==> config.mk <==
export PLATFORM = sky130hd
export DESIGN_NAME = button_command_encoder
export DESIGN_NICKNAME = d
export VERILOG_FILES = /design/src/rtl/blackjack_cmd_pkg.sv /design/src/rtl/debounce_filter.sv /design/src/rtl/button_command_encoder.sv
export SDC_FILE = /design/constraint.sdc
export NUM_CORES = 1
export LEC_CHECK = 0
export ABC_AREA = 0
export ABC_CLOCK_PERIOD_IN_PS = 3800
export CAP_MARGIN = 25
export CORE_MARGIN = 5
export CORE_UTILIZATION = 66
export CTS_BUF_LIST = sky130_fd_sc_hd__clkbuf_4
export CTS_CLUSTER_DIAMETER = 80
export DETAILED_ROUTE_END_ITERATION = 7
export DONT_BUFFER_PORTS = 1
export GPL_ROUTABILITY_DRIVEN = 1
export PLACE_DENSITY = 0.82
export SLEW_MARGIN = 20
export SYNTH_ARGS = -nofsm -noshare
export SYNTH_HDL_FRONTEND = slang
export SYNTH_SLANG_ARGS = --single-unit
==> constraint.sdc <==
create_clock -name clk -period 3.8 [get_ports clk]
set_clock_uncertainty 0.15 [all_clocks]
set_input_delay 0.38 -clock clk [delete_from_list [all_inputs] [get_ports clk]]
set_output_delay 0.38 -clock clk [all_outputs]
set_load 0.02 [all_outputs]
==> src/rtl/blackjack_cmd_pkg.sv <==
// -----------------------------------------------------------------------------
// blackjack_cmd_pkg
// Shared definitions for the blackjack input front end: command codes, the
// command code width and the layout of one command queue entry.
// No ports (package).
// -----------------------------------------------------------------------------
package blackjack_cmd_pkg;

   localparam int CMD_CODE_W = 2;

   localparam logic [CMD_CODE_W-1:0] CMD_NEXT   = 2'd0;
   localparam logic [CMD_CODE_W-1:0] CMD_HIT    = 2'd1;
   localparam logic [CMD_CODE_W-1:0] CMD_STAND  = 2'd2;
   localparam logic [CMD_CODE_W-1:0] CMD_DOUBLE = 2'd3;

   // One queued command: which button, the bet switches and the split switch
   // as they stood in the cycle the press was recognised.
   typedef struct packed {
      logic [CMD_CODE_W-1:0] code;
      logic [3:0]            bet;
      logic                  split;
   } cmd_entry_t;

   localparam int CMD_ENTRY_W = $bits(cmd_entry_t);

endpackage

==> src/rtl/debounce_filter.sv <==
// -----------------------------------------------------------------------------
// debounce_filter
// Two-flop synchroniser followed by a counting debouncer for one raw button.
// Ports:
//   clk    in   system clock
//   reset  in   synchronous, active-low reset
//   raw    in   asynchronous raw button level
//   level  out  debounced level (comes out of reset as 1 = "pressed", so a
//               button held through reset never looks like a fresh press)
// -----------------------------------------------------------------------------
module debounce_filter #(
   parameter int DEBOUNCE_CYCLES = 1000000
) (
   input  logic clk,
   input  logic reset,
   input  logic raw,
   output logic level
);

   localparam int CNT_W = $clog2(DEBOUNCE_CYCLES + 1);

   logic             sync_meta;
   logic             sync_q;
   logic [CNT_W-1:0] count;

   // The synchroniser pair brings the raw level into the clock domain. The
   // counter then runs only while the synced level disagrees with the
   // debounced one; any agreement clears it, so a glitch has to stay put for
   // DEBOUNCE_CYCLES consecutive cycles before the debounced level follows.
   // The level flips on the cycle the counter would reach DEBOUNCE_CYCLES.
   always_ff @(posedge clk) begin
      if (!reset) begin
         sync_meta <= 1'b0;
         sync_q    <= 1'b0;
         count     <= '0;
         level     <= 1'b1;
      end else begin
         sync_meta <= raw;
         sync_q    <= sync_meta;
         if (sync_q == level) begin
            count <= '0;
         end else if (count == CNT_W'(DEBOUNCE_CYCLES - 1)) begin
            level <= sync_q;
            count <= '0;
         end else begin
            count <= count + 1'b1;
         end
      end
   end

endmodule

==> src/rtl/button_command_encoder.sv <==
// -----------------------------------------------------------------------------
// button_command_encoder
// Turns the raw Basys 3 play buttons and bet/split switches into queued game
// commands handed out over a valid/ready handshake.
// Ports:
//   clk, reset                    clock, synchronous active-low reset
//   next, hit, stand, double      raw play buttons
//   split, bet_8..bet_1           raw switches (synchronised, not debounced)
//   cmd_ready                     consumer takes the head entry this cycle
//   cmd_valid                     head entry valid
//   cmd_code, cmd_bet, cmd_split  head entry contents (registered)
//   fifo_count                    queue occupancy
//   overflow                      sticky: a command was dropped on a full queue
//   collision                     sticky: several presses landed in one cycle
// -----------------------------------------------------------------------------
module button_command_encoder
   import blackjack_cmd_pkg::*;
#(
   parameter int DEBOUNCE_CYCLES = 1000000,
   parameter int FIFO_DEPTH      = 4
) (
   input  logic                          clk,
   input  logic                          reset,
   input  logic                          next,
   input  logic                          hit,
   input  logic                          stand,
   input  logic                          double,
   input  logic                          split,
   input  logic                          bet_8,
   input  logic                          bet_4,
   input  logic                          bet_2,
   input  logic                          bet_1,
   input  logic                          cmd_ready,
   output logic                          cmd_valid,
   output logic [1:0]                    cmd_code,
   output logic [3:0]                    cmd_bet,
   output logic                          cmd_split,
   output logic [$clog2(FIFO_DEPTH):0]   fifo_count,
   output logic                          overflow,
   output logic                          collision
);

   localparam int PTR_W = $clog2(FIFO_DEPTH);
   localparam int CNT_W = PTR_W + 1;

   logic [3:0]       btn_raw;
   logic [3:0]       level;
   logic [3:0]       level_q;
   logic [3:0]       press_q;
   logic [4:0]       sw_meta;
   logic [4:0]       sw_q;

   cmd_entry_t       new_entry;
   logic             push;
   logic             multi_press;

   cmd_entry_t       mem [FIFO_DEPTH];
   logic [PTR_W-1:0] wr_ptr;
   logic [PTR_W-1:0] rd_ptr;
   logic [PTR_W-1:0] rd_ptr_n;
   logic [CNT_W-1:0] count_n;
   logic             pop;
   logic             accept;
   logic             drop;
   cmd_entry_t       head_n;

   // Bit order is also the priority order: bit 0 (NEXT) wins.
   assign btn_raw = {double, stand, hit, next};

   for (genvar i = 0; i < 4; i++) begin : g_btn
      debounce_filter #(
         .DEBOUNCE_CYCLES (DEBOUNCE_CYCLES)
      ) u_debounce (
         .clk   (clk),
         .reset (reset),
         .raw   (btn_raw[i]),
         .level (level[i])
      );
   end

   // Switches only need synchronising. The press detector remembers the
   // previous debounced levels and registers a one-cycle pulse on each 0->1
   // transition; previous levels start at 1 to match the debouncers, so
   // nothing fires straight out of reset.
   always_ff @(posedge clk) begin
      if (!reset) begin
         sw_meta <= '0;
         sw_q    <= '0;
         level_q <= 4'hF;
         press_q <= '0;
      end else begin
         sw_meta <= {split, bet_8, bet_4, bet_2, bet_1};
         sw_q    <= sw_meta;
         level_q <= level;
         press_q <= level & ~level_q;
      end
   end

   // Priority encode the press pulses into a single command tagged with the
   // switch snapshot of this cycle. Losing presses are simply discarded and
   // only show up through the collision flag.
   always_comb begin
      new_entry       = '0;
      new_entry.bet   = sw_q[3:0];
      new_entry.split = sw_q[4];
      push            = |press_q;
      multi_press     = ($countones(press_q) > 1);
      if (press_q[0]) begin
         new_entry.code = CMD_NEXT;
      end else if (press_q[1]) begin
         new_entry.code = CMD_HIT;
      end else if (press_q[2]) begin
         new_entry.code = CMD_STAND;
      end else begin
         new_entry.code = CMD_DOUBLE;
      end
   end

   // Queue bookkeeping for this cycle. A full queue can still take a command
   // when the head leaves in the same cycle. head_n is what the output stage
   // should show next; the only time the head is the entry being written now
   // is when the queue would otherwise hold nothing, which is exactly when
   // the write slot equals the next read slot.
   always_comb begin
      pop      = cmd_valid && cmd_ready;
      accept   = push && ((fifo_count != CNT_W'(FIFO_DEPTH)) || pop);
      drop     = push && !accept;
      count_n  = fifo_count + CNT_W'(accept) - CNT_W'(pop);
      rd_ptr_n = pop ? rd_ptr + 1'b1 : rd_ptr;
      if (accept && (wr_ptr == rd_ptr_n)) begin
         head_n = new_entry;
      end else begin
         head_n = mem[rd_ptr_n];
      end
   end

   // Queue storage has no reset; nothing is read from a slot before it has
   // been written, because cmd_valid is driven from the occupancy count.
   always_ff @(posedge clk) begin
      if (accept) begin
         mem[wr_ptr] <= new_entry;
      end
   end

   // Pointers, occupancy, sticky flags and the registered head. The head data
   // only reloads while something is queued, so after the last pop it keeps
   // showing the final command it handed out.
   always_ff @(posedge clk) begin
      if (!reset) begin
         wr_ptr     <= '0;
         rd_ptr     <= '0;
         fifo_count <= '0;
         cmd_valid  <= 1'b0;
         cmd_code   <= '0;
         cmd_bet    <= '0;
         cmd_split  <= 1'b0;
         overflow   <= 1'b0;
         collision  <= 1'b0;
      end else begin
         if (accept) begin
            wr_ptr <= wr_ptr + 1'b1;
         end
         rd_ptr     <= rd_ptr_n;
         fifo_count <= count_n;
         cmd_valid  <= (count_n != '0);
         if (count_n != '0) begin
            cmd_code  <= head_n.code;
            cmd_bet   <= head_n.bet;
            cmd_split <= head_n.split;
         end
         if (drop) begin
            overflow <= 1'b1;
         end
         if (multi_press) begin
            collision <= 1'b1;
         end
      end
   end

endmodule

Word-level counts from Yosys, hierarchy flattened
Memory sizes are Yosys's and may differ from the RTL's. A register that Yosys moved wholly into a read port is not among the register bits.
Cells that the tools add are included.

operators by class
  $lt $le $gt $ge = 1
  equal/unequal tests = 9
  add/subtract/negate cells = 11
  reductions and logical operators = 16
  multiplexer cells = 6
  bitwise gates (word level) = 7

operators with widths
  kind                   count
  $add 20x1->20 const B  4
  $eq 20x20->1 const B   4
  $reduce_or 3->1        4
  $reduce_and 2->1       4
  $mux 2                 3
  $not 1->1              5
  $add 1x1->2            2
  $add 2x1->2 const B    2
  $and 4x4->4            1
  $eq 1x1->1             4
  $not 4->4              1
  $reduce_or 4->1        1
  $add 2x2->3            1
  $add 3x1->3            1
  $gt 3x1->1 const B     1
  $logic_and 1x1->1      3
  $mux 1                 3
  $ne 3x3->1 const B     1
  $reduce_bool 3->1      1
  $sub 3x1->3            1
  $logic_not 1->1        2
  $logic_or 1x1->1       1

storage, ports and cells
  word-level logic and storage cells = 77
  memory bits (writable) = 28
  bits in registers = 120
  memories kept = 1
  output and inout bits = 13
  bits of input ports = 12

memory list
  name  depth  width  rd ports  clocked after Yosys merged registers in  write ports  line                          text
  mem   4      7      1         1                                        1            button_command_encoder.sv:57  cmd_entry_t mem [FIFO_DEPTH];

Longest topological paths before layout
Gate-level depths: netlist of the first run.

  depth after elaboration = 6
  mapped depth = 14
  depth with buffers taken out = 14

By module
A second synthesis of the first run with hierarchy kept.

second synthesis, totals
  cells, all modules = 660
  area, all modules = 6,911.6 µm²

by module, submodules not included
  module                  seq. area each (µm²)  cells an instance  instances  area each (µm²)
  debounce_filter         460.4                 112                4          1,061.0
  button_command_encoder  1,541.5               212                1          2,667.6

Worst setup path before layout of the first run
Ideal clock, no wire load.

  kind = register to register
  start point = register press_q[0]
  end point = register cmd_code[0] (read register of mem)
  setup time = 79 ps
  stages on the path, launching flop included = 15
  clock period less this slack = 3,397 ps
  data required time = 3,571 ps
  path slack = 403 ps
  data arrival time = 3,168 ps
  buffers on the path = 0
  path through = dfxtp_1 -> inv_1 -> ha_1 -> or3b_2 -> o41a_1 -> inv_1 -> ha_1 -> inv_1 -> ha_1 -> fa_1 -> xnor2_1 -> xnor2_1 -> nor4b_1 -> nand2_1 -> o211ai_1

between the ends
  word-level cells in the longest chain between the ends = 5

RTL lines
  item                    line                           text
  from (decl)             button_command_encoder.sv:49   logic [3:0] press_q;
  from (signal assigned)  button_command_encoder.sv:95   press_q <= level & ~level_q;
  $reduce_or 4->1         button_command_encoder.sv:106  push = |press_q;
  $logic_and 1x1->1       button_command_encoder.sv:126  accept = push && ((fifo_count != CNT_W'(FIFO_DEPTH)) || pop);
  $add 3x1->3             button_command_encoder.sv:128  count_n = fifo_count + CNT_W'(accept) - CNT_W'(pop);
  $sub 3x1->3             button_command_encoder.sv:128
  $reduce_bool 3->1       button_command_encoder.sv:166  if (count_n != '0) begin
  to (decl)               button_command_encoder.sv:35   output logic [1:0] cmd_code,

Every way passes these cells.
A chain may end at the register's enable or synchronous reset.

Worst setup path after layout of the first run
  start point = register press_q[1]
  end point = register cmd_bet[3] (read register of mem)

between the ends
  word-level cells in the longest chain between the ends = 5

RTL lines
  item               line                           text
  $reduce_or 4->1    button_command_encoder.sv:106
  $logic_and 1x1->1  button_command_encoder.sv:126
  $add 3x1->3        button_command_encoder.sv:128
  $sub 3x1->3        button_command_encoder.sv:128
  $reduce_bool 3->1  button_command_encoder.sv:166
  to (decl)          button_command_encoder.sv:36   output logic [3:0] cmd_bet,

Every way passes these cells.

==> results of run 1 <==
==> worst max-delay path by stage <==
stage                  endpoint  cells after the start       start  slack [ns]
floorplan           cmd_code[0]                     14  press_q[0]        0.40
global placement     cmd_bet[1]                     14  press_q[0]        0.43
detailed placement   cmd_bet[2]                     14  press_q[0]        0.23
CTS                  cmd_bet[3]                     14  press_q[0]        0.21
global route         cmd_bet[2]                     14  press_q[1]        0.12
finish               cmd_bet[3]                     14  press_q[1]        0.37
==> final cells by class <==
type	instances	area [sq um]
antenna	1	2.502
clock buffer	18	135.1
clock inverter	14	166.4
fill	715	2668
inverter	27	101.3
multi-input combinational	449	2947
sequential	155	3383
tap	133	166.4
timing repair buffer	16	160.2
==> timing repair <==
item	4_1_cts	5_1_grt
endpoints found under the setup margin	0	6
hold endpoints to repair	46	0
buffers inserted	0	1
hold buffers	12	0
==> metal layers <==
metal | GRT usage (%) | vias to the layer above | part of all wire (%)
li1 | - | 2284 | -
met1 | 26.33 | 2149 | 43
met2 | 36.70 | 101 | 50
met3 | 6.224 | 22 | 5.3
met4 | 10.42 | 0 | 1.8
met5 | 0 | - | 0
==> cells in the final DEF (no fill, tap or decap), drive strengths merged, types with 3 or more instances in the layout <==
master	count
clkinvlp	4
dfxtp	127
and3b	4
dlygate4sd3	11
inv	33
o22ai	7
a21oi	3
nor3	11
buf	5
bufinv	3
ha	11
nand2	38
nand3	37
nor4	8
xnor2	28
nor3b	8
nor2b	4
clkbuf	18
and3	14
and2	34
edfxtp	28
nand3b	3
mux2i	4
xor2	52
o21ai	15
nand4	20
and4	12
nor2	91
nand2b	5
mux2	7
o221ai	13
==> flip-flops by register name, summed over array words and instances (netlist names), 5 cells and up <==
| register | count |
|---|---|
| mem | 28 |
| sw_meta | 5 |
| g_btn.u_debounce.count | 80 |
| sw_q | 5 |
==> power breakdown <==
| part | switching (uW) | leakage (uW) | internal (uW) |
|---|---|---|---|
| clock | 578 | 0.000154 | 465 |
| combinational | 217 | 0.00116 | 169 |
| sequential | 131 | 0.00130 | 1730 |
==> kinds of logic (layout without fill, tap and decap cells) <==
| kind of cell | Yosys count | after routing | synth area share [%] |
|---|---|---|---|
| other | 0 | 1 | 0 |
| flip-flops | 155 | 155 | 51.74 |
| adder cells (fa/ha/maj) | 13 | 13 | 2.717 |
| multiplexers | 11 | 11 | 1.818 |
| AO/OA/AOI/OAI | 47 | 47 | 5.033 |
| buffers and inverters | 50 | 75 | 3.195 |
| AND/OR/NAND/NOR | 298 | 298 | 24.78 |
| XOR/XNOR | 80 | 80 | 10.72 |
==> stage by stage <==
step | instances | total power, uW | util [%]
final | 813 | 3292 | 72.58
after global routing | 813 | 3467 | 72.58
after CTS | 811 | 3320 | 72.48
after detailed placement | 767 | 2264 | 68.04
after global placement | 767 | 2238 | 68.04
after floorplan | 654 | 2166 | -
==> worst max-delay path: cells and delay by family, from the launching register on <==
family | cells | cell delay, ns
flip-flops | 1 | 0.35
AO/OA/AOI/OAI | 4 | 0.85
adder cells (fa/ha/maj) | 4 | 0.92
AND/OR/NAND/NOR | 1 | 0.49
buffers and inverters | 3 | 0.19
XOR/XNOR | 2 | 0.36
==> metrics.md, run 1 <==
| Metric | Value |
|---|---|
| Status | finished clean |
| Synthesized area | 0.006539 sq mm |
| Post-CTS Resized | 0 |
| Max-cap violations | 0 |
| Critical path cell sequence | inv_1 > ha_1 > or3b_2 > o41a_1 > inv_1 > ha_1 > inv_1 > ha_1 > fa_1 > xnor2_1 > xnor2_1 > o31a_1 > a21bo_2 > o221ai_1 |
| CP startpoint kind | register |
| FMAX | 291.6 MHz |
| Worst Hold End | g_btn[0].u_debounce.count[1] |
| PD cells | 466.2 mW/mm^2 |
| Final instance area | 0.007062 sq mm |
| Final Hold Fails | 0 |
| Reg2reg setup slack | 0.37 ns |
| Die W | 109.5 um |
| First-pass GRT wire length | 20580 um |
| Buffer levels on the longest clock path | 2 |
| Worst slew margin | 38.81% |
| Drt pass-1 iters | 4 |
| Slowest stage delay, CP | 0.49 ns |
| # DRC | 0 |
| Initial drt markers | 259 |
| Synth Flop Type | dfxtp_1 |
| # clock sinks | 155 |
| Synthesized flop and latch total | 155 |
| Area grow syn2layout | 7.998% |
| Rows | 36 |
| Sequential-to-total area share from yosys stat | 51.74% |
| Syn Area/Cell | 9.998 sq um |
| Via density | 5.604 |
| Number of top-level pins | 25 |
| Synth top cells by count | 127 x dfxtp_1, 91 x nor2_1, 52 x xor2_1 |
| Worst r2r src | press_q[1] |
| Share of the synthesized area in the top cell type | 38.88% |
| Hold Crit Class | input port to register |
| Hold_ws | 0.06640 ns |
| DIE AREA | 0.01200 sq mm |
| CP endpoint kind | register |
| Share of layout cells above drive strength 1 | 8.247% |
| Core box area | 0.009729 sq mm |
| Peak supply drop | 0.3024 mV |
| Vias in the first global route | 4569 |
| Detail Placement HPWL | 7993 um |
| Synth warnings | 0 |
| Syn Nets | 679 |
| Worst Tran Pin Value | 0.9166 ns |
| Root Buffer | clkbuf_4 |
| Fin Setup TNS | 0 ns |
| WL/cell | 14.90 um |
| Tcrit/Tclk final | 90.25% |
| Post-synth EDFFs | 28 |
| Largest net degree at the start of global routing | 44 |
| Async SR Flop Fraction | 0% |
| Crit path time final | 3.430 ns |
| TritonCTS clock tree | built |
| Synth Instances | 654 |
| WL final | 12110 um |
| Grt total ovfl | 0 |
| Setup Viol. Count Final | 0 |
| Reg2reg end | cmd_bet[3] |
| Distinct cells, synth | 55 |
| Via count | 4556 |
| Area contributors post-synth | dfxtp_1 39%, edfxtp_1 13%, xor2_1 7.0%, nor2_1 5.2%, xnor2_1 3.8% |
| Worst setup margin | 0.3705 ns |
| Starting Density | 67.21% |
| IO buf count | 0 |
| Placed Area | 0.006620 sq mm |
| Total GRT Usage | 22.04% |
| R2R cell count | 14 |
| Critical-path maximum fanout | 7 |
| Hold Path Cell Cnt | 2 |
| Worst-skew pair later-pin latency | 0.56 ns |
| Cell taking the most area after synthesis | dfxtp_1 |
| Setup Crit Path Kind | register to register |
| Die height | 109.5 um |
| Final Max Tran Viols | 0 |
| Initial antenna violation count | 1 |
| Pre-CTS WS | 0.2346 ns |
| Dominant cell by count in the synthesized netlist | dfxtp_1 |
| Arr. time, crit path | 3.72 ns |
| Lkg Pwr | 0.002619 uW |
| Number of nets in the layout | 691 |
| Max stage delay cell, worst path | or3b_2 |
| RePlAce Congestion | 0.8279 |
| Unrepaired setup endpoints after global routing | no |
| Critical Path RT | 4.09 ns |
| Num CTS Buffers | 17 |
| Clk slew on worst S/H paths | 0.12 ns |
| Htree depth | 4 |
| HP Start | reset |
| Post-route ant nets | 0 |
No activity file was read; power rests on OpenSTA's default activity.
==> run 2: changes to the inputs <==
ABC_CLOCK_PERIOD_IN_PS = 3400   (was 3800)
CORE_MARGIN = 1.5   (was 5)
clock period = 3.4 ns   (was 3.8 ns; I/O delays follow)
==> metrics.md, run 2 (synthesis results as in run 1) <==
| Metric | Value |
|---|---|
| PD cells | 515.9 mW/mm^2 (was 466.2 mW/mm^2) |
| Status | finished clean (unchanged) |
| CP startpoint kind | register (unchanged) |
| Detail Placement HPWL | 8254 um (was 7993 um) |
| Clk slew on worst S/H paths | 0.13 ns (was 0.12 ns) |
| CP endpoint kind | register (unchanged) |
| Share of layout cells above drive strength 1 | 10.06% (was 8.247%) |
| Max-cap violations | 0 (unchanged) |
| Setup Crit Path Kind | register to register (unchanged) |
| Die height | 102.5 um (was 109.5 um) |
| Vias in the first global route | 4408 (was 4569) |
| Initial antenna violation count | 0 (was 1) |
| # DRC | 0 (unchanged) |
| First-pass GRT wire length | 19780 um (was 20580 um) |
| Number of top-level pins | 25 (unchanged) |
| Buffer levels on the longest clock path | 2 (unchanged) |
| Starting Density | 67.52% (was 67.21%) |
| Initial drt markers | 166 (was 259) |
| Hold_ws | 0.06276 ns (was 0.06640 ns) |
| Via density | 5.654 (was 5.604) |
| Worst slew margin | 49.35% (was 38.81%) |
| Final Hold Fails | 0 (unchanged) |
| Area grow syn2layout | 8.936% (was 7.998%) |
| RePlAce Congestion | 0.8287 (was 0.8279) |
| # clock sinks | 155 (unchanged) |
| Htree depth | 4 (unchanged) |
| Hold Crit Class | input port to register (unchanged) |
| TritonCTS clock tree | built (unchanged) |
| Worst setup margin | 0.1334 ns (was 0.3705 ns) |
| FILL cells | 694 (was 715) |
| Rows | 36 (unchanged) |
| Critical path cell sequence | inv_1 > ha_1 > or3b_4 > o41a_1 > inv_1 > ha_1 > inv_1 > ha_1 > fa_2 > xnor2_1 > xnor2_1 > o31a_1 > a21bo_4 > o221ai_2 (was inv_1 > ha_1 > or3b_2 > o41a_1 > inv_1 > ha_1 > inv_1 > ha_1 > fa_1 > xnor2_1 > xnor2_1 > o31a_1 > a21bo_2 > o221ai_1) |
| Core box area | 0.009684 sq mm (was 0.009729 sq mm) |
| Setup Viol. Count Final | 0 (unchanged) |
| Tcrit/Tclk final | 96.08% (was 90.25%) |
| Slowest stage delay, CP | 0.35 ns (was 0.49 ns) |
| Critical path's top delay family | adder cells (unchanged) |
| Critical-path maximum fanout | 7 (unchanged) |
| Commonest non-fill, non-tap cell in the layout | dfxtp_1 (unchanged) |
| Max reg flops | 80 (unchanged) |
| DIE AREA | 0.01051 sq mm (was 0.01200 sq mm) |
| Final Max Tran Viols | 0 (unchanged) |
| IO buf count | 0 (unchanged) |
| Grt total ovfl | 0 (unchanged) |
| Lkg Pwr | 0.002654 uW (was 0.002619 uW) |
| Peak supply drop | 0.3483 mV (was 0.3024 mV) |
| Largest net degree at the start of global routing | 44 (unchanged) |
| Largest regs | g_btn.u_debounce.count x80, mem x28 (unchanged) |
| Number of nets in the layout | 698 (was 691) |
| Drt pass-1 iters | 4 (unchanged) |
| FMAX | 306.1 MHz (was 291.6 MHz) |
| Fin Setup TNS | 0 ns (unchanged) |
| Via count | 4636 (was 4556) |
| Most flop-heavy register | g_btn.u_debounce.count (unchanged) |
| WP buf/inv | 3 (unchanged) |
| Die W | 102.5 um (was 109.5 um) |
| WL final | 12420 um (was 12110 um) |
| WL/cell | 15.15 um (was 14.90 um) |
| Post-route ant nets | 0 (unchanged) |
| Max stage delay cell, worst path | dfxtp_2 (was or3b_2) |
| Most frequent cells in the layout | 125 x dfxtp_1, 91 x nor2_1, 52 x xor2_1, 37 x nand2_1, 35 x nand3_1 (was 127 x dfxtp_1, 91 x nor2_1, 52 x xor2_1, 37 x nand2_1, 36 x nand3_1) |
| Pre-CTS WS | 0.04084 ns (was 0.2346 ns) |
| Num CTS Buffers | 17 (unchanged) |
| Final core occ | 73.55% (was 72.58%) |
| Crit path time final | 3.267 ns (was 3.430 ns) |
| Critical Path RT | 3.71 ns (was 4.09 ns) |
| Worst-skew pair later-pin latency | 0.54 ns (was 0.56 ns) |
| Arr. time, crit path | 3.57 ns (was 3.72 ns) |
| Total GRT Usage | 24.51% (was 22.04%) |
| Root Buffer | clkbuf_4 (unchanged) |
| Worst Tran Pin Value | 0.7577 ns (was 0.9166 ns) |
## run 2: cell types whose count changed in the layout (fill, tap and decap cells not counted), moves of 2 or more
cell        delta
o221ai_2       +2
dfxtp_1        -2
clkbuf_4       +2
inv_6          -2
buf_4          +7
clkinvlp_4     -2
o221ai_1       -2
dfxtp_2        +2
clkinv_2       +2
## run 2: worst paths after layout
path	start	to	slack (ns)	cells past startpoint
worst max-delay path	press_q[1]	cmd_bet[1]	0.13	14
worst min-delay path	reset	g_btn[0].u_debounce.count[1]	0.06	2
worst max register to register	press_q[1]	cmd_bet[1]	0.13	14
worst min register to register	sw_meta[0]	sw_q[0]	0.30	1
## run 2: timing repair
item                                    4_1_cts  5_1_grt
gates resized for setup                       0        9
buffers inserted                              1        3
hold endpoints to repair                     61        0
hold buffers                                 12        0
pin swaps                                     1        3
endpoints found under the setup margin        1        7
## run 2: worst register-to-register path, cell delays in order, from the launching register on
cell and delay, ns:
dfxtp_2 0.35, inv_1 0.05, ha_1 0.20, or3b_4 0.25
o41a_1 0.17, inv_1 0.06, ha_1 0.29, inv_1 0.05
ha_1 0.19, fa_2 0.34, xnor2_1 0.19, xnor2_1 0.17
o31a_1 0.26, a21bo_4 0.29, o221ai_2 0.17
## run 2: layout make-up
type,count,area [sq um],share of cell area (%)
multi-input cells,449,2982,41.86
clock buffers,20,150.1,2.108
diodes,1,2.502,0.03513
inverters,27,101.3,1.423
repair buffers,23,212.7,2.986
flip-flops and latches,155,3386,47.53
clock inverters,12,122.6,1.721
well taps,133,166.4,2.336
## run 2: routing by layer
metal  up-vias  wire length (um)  GRT usage [%]
met5         -                 0              0
met4         0               216          9.905
met3        29               741          6.644
met2       109              6066          41.87
met1      2203              5396          29.45
li1       2295                 -              -
## run 2: through the flow
stage / instances / total power, uW / cell area (sq um)
floorplan: 654 / 2421 / 6539
CTS: 816 / 3649 / 7061
global route: 819 / 3815 / 7121
finish: 820 / 3675 / 7123
global placement: 771 / 2507 / 6650
detailed placement: 771 / 2544 / 6650
## run 2: report_power, final
group	internal [uW]	leakage [uW]	switching, uW
sequential	1940	0.00130	117
clock	457	0.000149	625
combinational	233	0.00120	305
==> run 3: changes to the inputs <==
ABC_CLOCK_PERIOD_IN_PS = 2600   (was 3400)
CORE_MARGIN = 4   (was 1.5)
CORE_UTILIZATION = 59   (was 66)
PLACE_DENSITY = 0.78   (was 0.82)
clock period = 2.6 ns   (was 3.4 ns; I/O delays follow)
==> metrics.md, run 3 (synthesis results as in run 1) <==
| Metric | Value |
|---|---|
| Status | finished, violations left (was finished clean) |
| Failing checks | negative setup slack |
| Setup Crit Path Kind | register to register (unchanged) |
| Final Hold Fails | 0 (unchanged) |
| Worst Tran Pin Value | 0.7254 ns (was 0.7577 ns) |
| Number of nets in the layout | 711 (was 698) |
| Root Buffer | clkbuf_4 (unchanged) |
| Critical Path RT | 2.86 ns (was 3.71 ns) |
| FILL cells | 803 (was 694) |
| IO buf count | 0 (unchanged) |
| WL/cell | 15.03 um (was 15.15 um) |
| Die height | 113.3 um (was 102.5 um) |
| Buffer levels on the longest clock path | 2 (unchanged) |
| TritonCTS clock tree | built (unchanged) |
| Hold Crit Class | input port to register (unchanged) |
| Worst setup margin | -0.5430 ns (was 0.1334 ns) |
| Critical-path maximum fanout | 7 (unchanged) |
| Share of layout cells above drive strength 1 | 13.02% (was 10.06%) |
| Via density | 5.592 (was 5.654) |
| FMAX | 318.2 MHz (was 306.1 MHz) |
| Hold_ws | 0.1240 ns (was 0.06276 ns) |
| CP endpoint kind | register (unchanged) |
| Clk slew on worst S/H paths | 0.13 ns (about the same) |
| Lkg Pwr | 0.002734 uW (was 0.002654 uW) |
| Most flop-heavy register | g_btn.u_debounce.count (unchanged) |
| Largest regs | g_btn.u_debounce.count x80, mem x28 (unchanged) |
| Final Max Tran Viols | 0 (unchanged) |
| Hold Path Cell Cnt | 4 (was 2) |
| Die W | 113.3 um (was 102.5 um) |
| Most frequent cells in the layout | 123 x dfxtp_1, 91 x nor2_1, 52 x xor2_1, 37 x nand2_1, 35 x nand3_1 (was 125 x dfxtp_1, 91 x nor2_1, 52 x xor2_1, 37 x nand2_1, 35 x nand3_1) |
| Grt total ovfl | 0 (unchanged) |
| Placed Cells | 790 (was 771) |
| PD cells | 679.8 mW/mm^2 (was 515.9 mW/mm^2) |
| Layout Cells excl Fill | 839 (was 820) |
| Crit path time final | 3.143 ns (was 3.267 ns) |
| Setup Viol. Count Final | 9 (was 0) |
| Tcrit/Tclk final | 120.9% (was 96.08%) |
| Max-cap violations | 0 (unchanged) |
| Detail Placement HPWL | 8172 um (was 8254 um) |
| R2R cell count | 14 (unchanged) |
| CP startpoint kind | register (unchanged) |
| Worst slew margin | 51.51% (was 49.35%) |
| # clock sinks | 155 (unchanged) |
| Largest net degree at the start of global routing | 45 (was 44) |
| RePlAce Congestion | 0.7621 (was 0.8287) |
| Vias in the first global route | 4522 (was 4408) |
| DIE AREA | 0.01283 sq mm (was 0.01051 sq mm) |
| Max reg flops | 80 (unchanged) |
| Total GRT Usage | 20.64% (was 24.51%) |
| Arr. time, crit path | 3.40 ns (was 3.57 ns) |
| Number of top-level pins | 25 (unchanged) |
| Post-route ant nets | 0 (unchanged) |
| Peak supply drop | 0.5351 mV (was 0.3483 mV) |
| Starting Density | 60.32% (was 67.52%) |
| Drt pass-1 iters | 5 (was 4) |
| Commonest non-fill, non-tap cell in the layout | dfxtp_1 (unchanged) |
| Core box area | 0.01084 sq mm (was 0.009684 sq mm) |
| # DRC | 0 (unchanged) |
| Htree depth | 4 (unchanged) |
| WL final | 12610 um (was 12420 um) |
| Worst-skew pair later-pin latency | 0.54 ns (about the same) |
| Via count | 4692 (was 4636) |
| Antenna Cells | 0 (was 1) |
| Initial antenna violation count | 0 (unchanged) |
| Rows | 38 (was 36) |
| Num CTS Buffers | 17 (unchanged) |
| Area grow syn2layout | 11.42% (was 8.936%) |
| Unrepaired setup endpoints after global routing | yes |
| Initial drt markers | 284 (was 166) |
| First-pass GRT wire length | 21320 um (was 19780 um) |
-- run 3: where the power goes --
part | internal [uW] | total (uW) | switching [uW] | leakage [uW]
Sequential | 2530 | 2660 | 127 | 0.00130
Combinational | 397 | 865 | 468 | 0.00129
Clock | 570 | 1430 | 856 | 0.000145
Total | 3500 | 4950 | 1450 | 0.00273
-- run 3: layer usage --
metal	wire length (um)	track usage, %
met3	797	6.364
met5	0	0
met4	218	7.292
met1	5434	25.92
met2	6163	33.77
-- run 3: final cells by class --
type / count / area (sq um) / share of cell area (%)
multi-input cells: 449 / 3032 / 41.61
inverters: 27 / 101.3 / 1.391
flip-flops and latches: 155 / 3388 / 46.51
repair buffers: 36 / 312.8 / 4.293
clock buffers: 17 / 127.6 / 1.752
well taps: 140 / 175.2 / 2.404
clock inverters: 15 / 148.9 / 2.044
-- run 3: critical path, cell delays in order (launching register included) --
cell      delay (ns)
dfxtp_2         0.35
inv_2           0.05
ha_4            0.15
or3b_4          0.22
o41a_1          0.15
inv_1           0.05
ha_1            0.27
inv_1           0.05
ha_2            0.16
fa_2            0.35
xnor2_2         0.15
xnor2_2         0.14
o31a_1          0.36
a21bo_4         0.26
o221ai_1        0.14
-- run 3: stage by stage --
stage,setup WS (ns),TNS [ns],cell area (sq um),total power [uW],util [%]
CTS,-0.4340,-2.920,7238,4889,66.77
global placement,-0.3555,-2.458,6793,3405,62.66
floorplan,-0.5164,-3.839,6583,3209,-
finish,-0.5430,-3.719,7286,4953,67.21
detailed placement,-0.4545,-3.090,6793,3449,62.66
global route,-0.6666,-4.953,7286,5179,67.21
-- run 3: final timing paths --
| kind | start | end | slack, ns |
|---|---|---|---|
| max | press_q[1] | cmd_bet[3] | -0.54 |
| min reg2reg | g_btn[0].u_debounce.count[0] | g_btn[0].u_debounce.count[0] | 0.29 |
| min | cmd_ready | overflow | 0.12 |
| max reg2reg | press_q[1] | cmd_bet[3] | -0.54 |
-- run 3: what timing repair did --
action	4_1_cts	5_1_grt
hold buffers	13	0
cloned	0	0
pin swaps	2	3
setup buffers	3	1
setup endpoints to repair	9	10
resized for setup	1	8
endpoints found under the hold margin	80	0
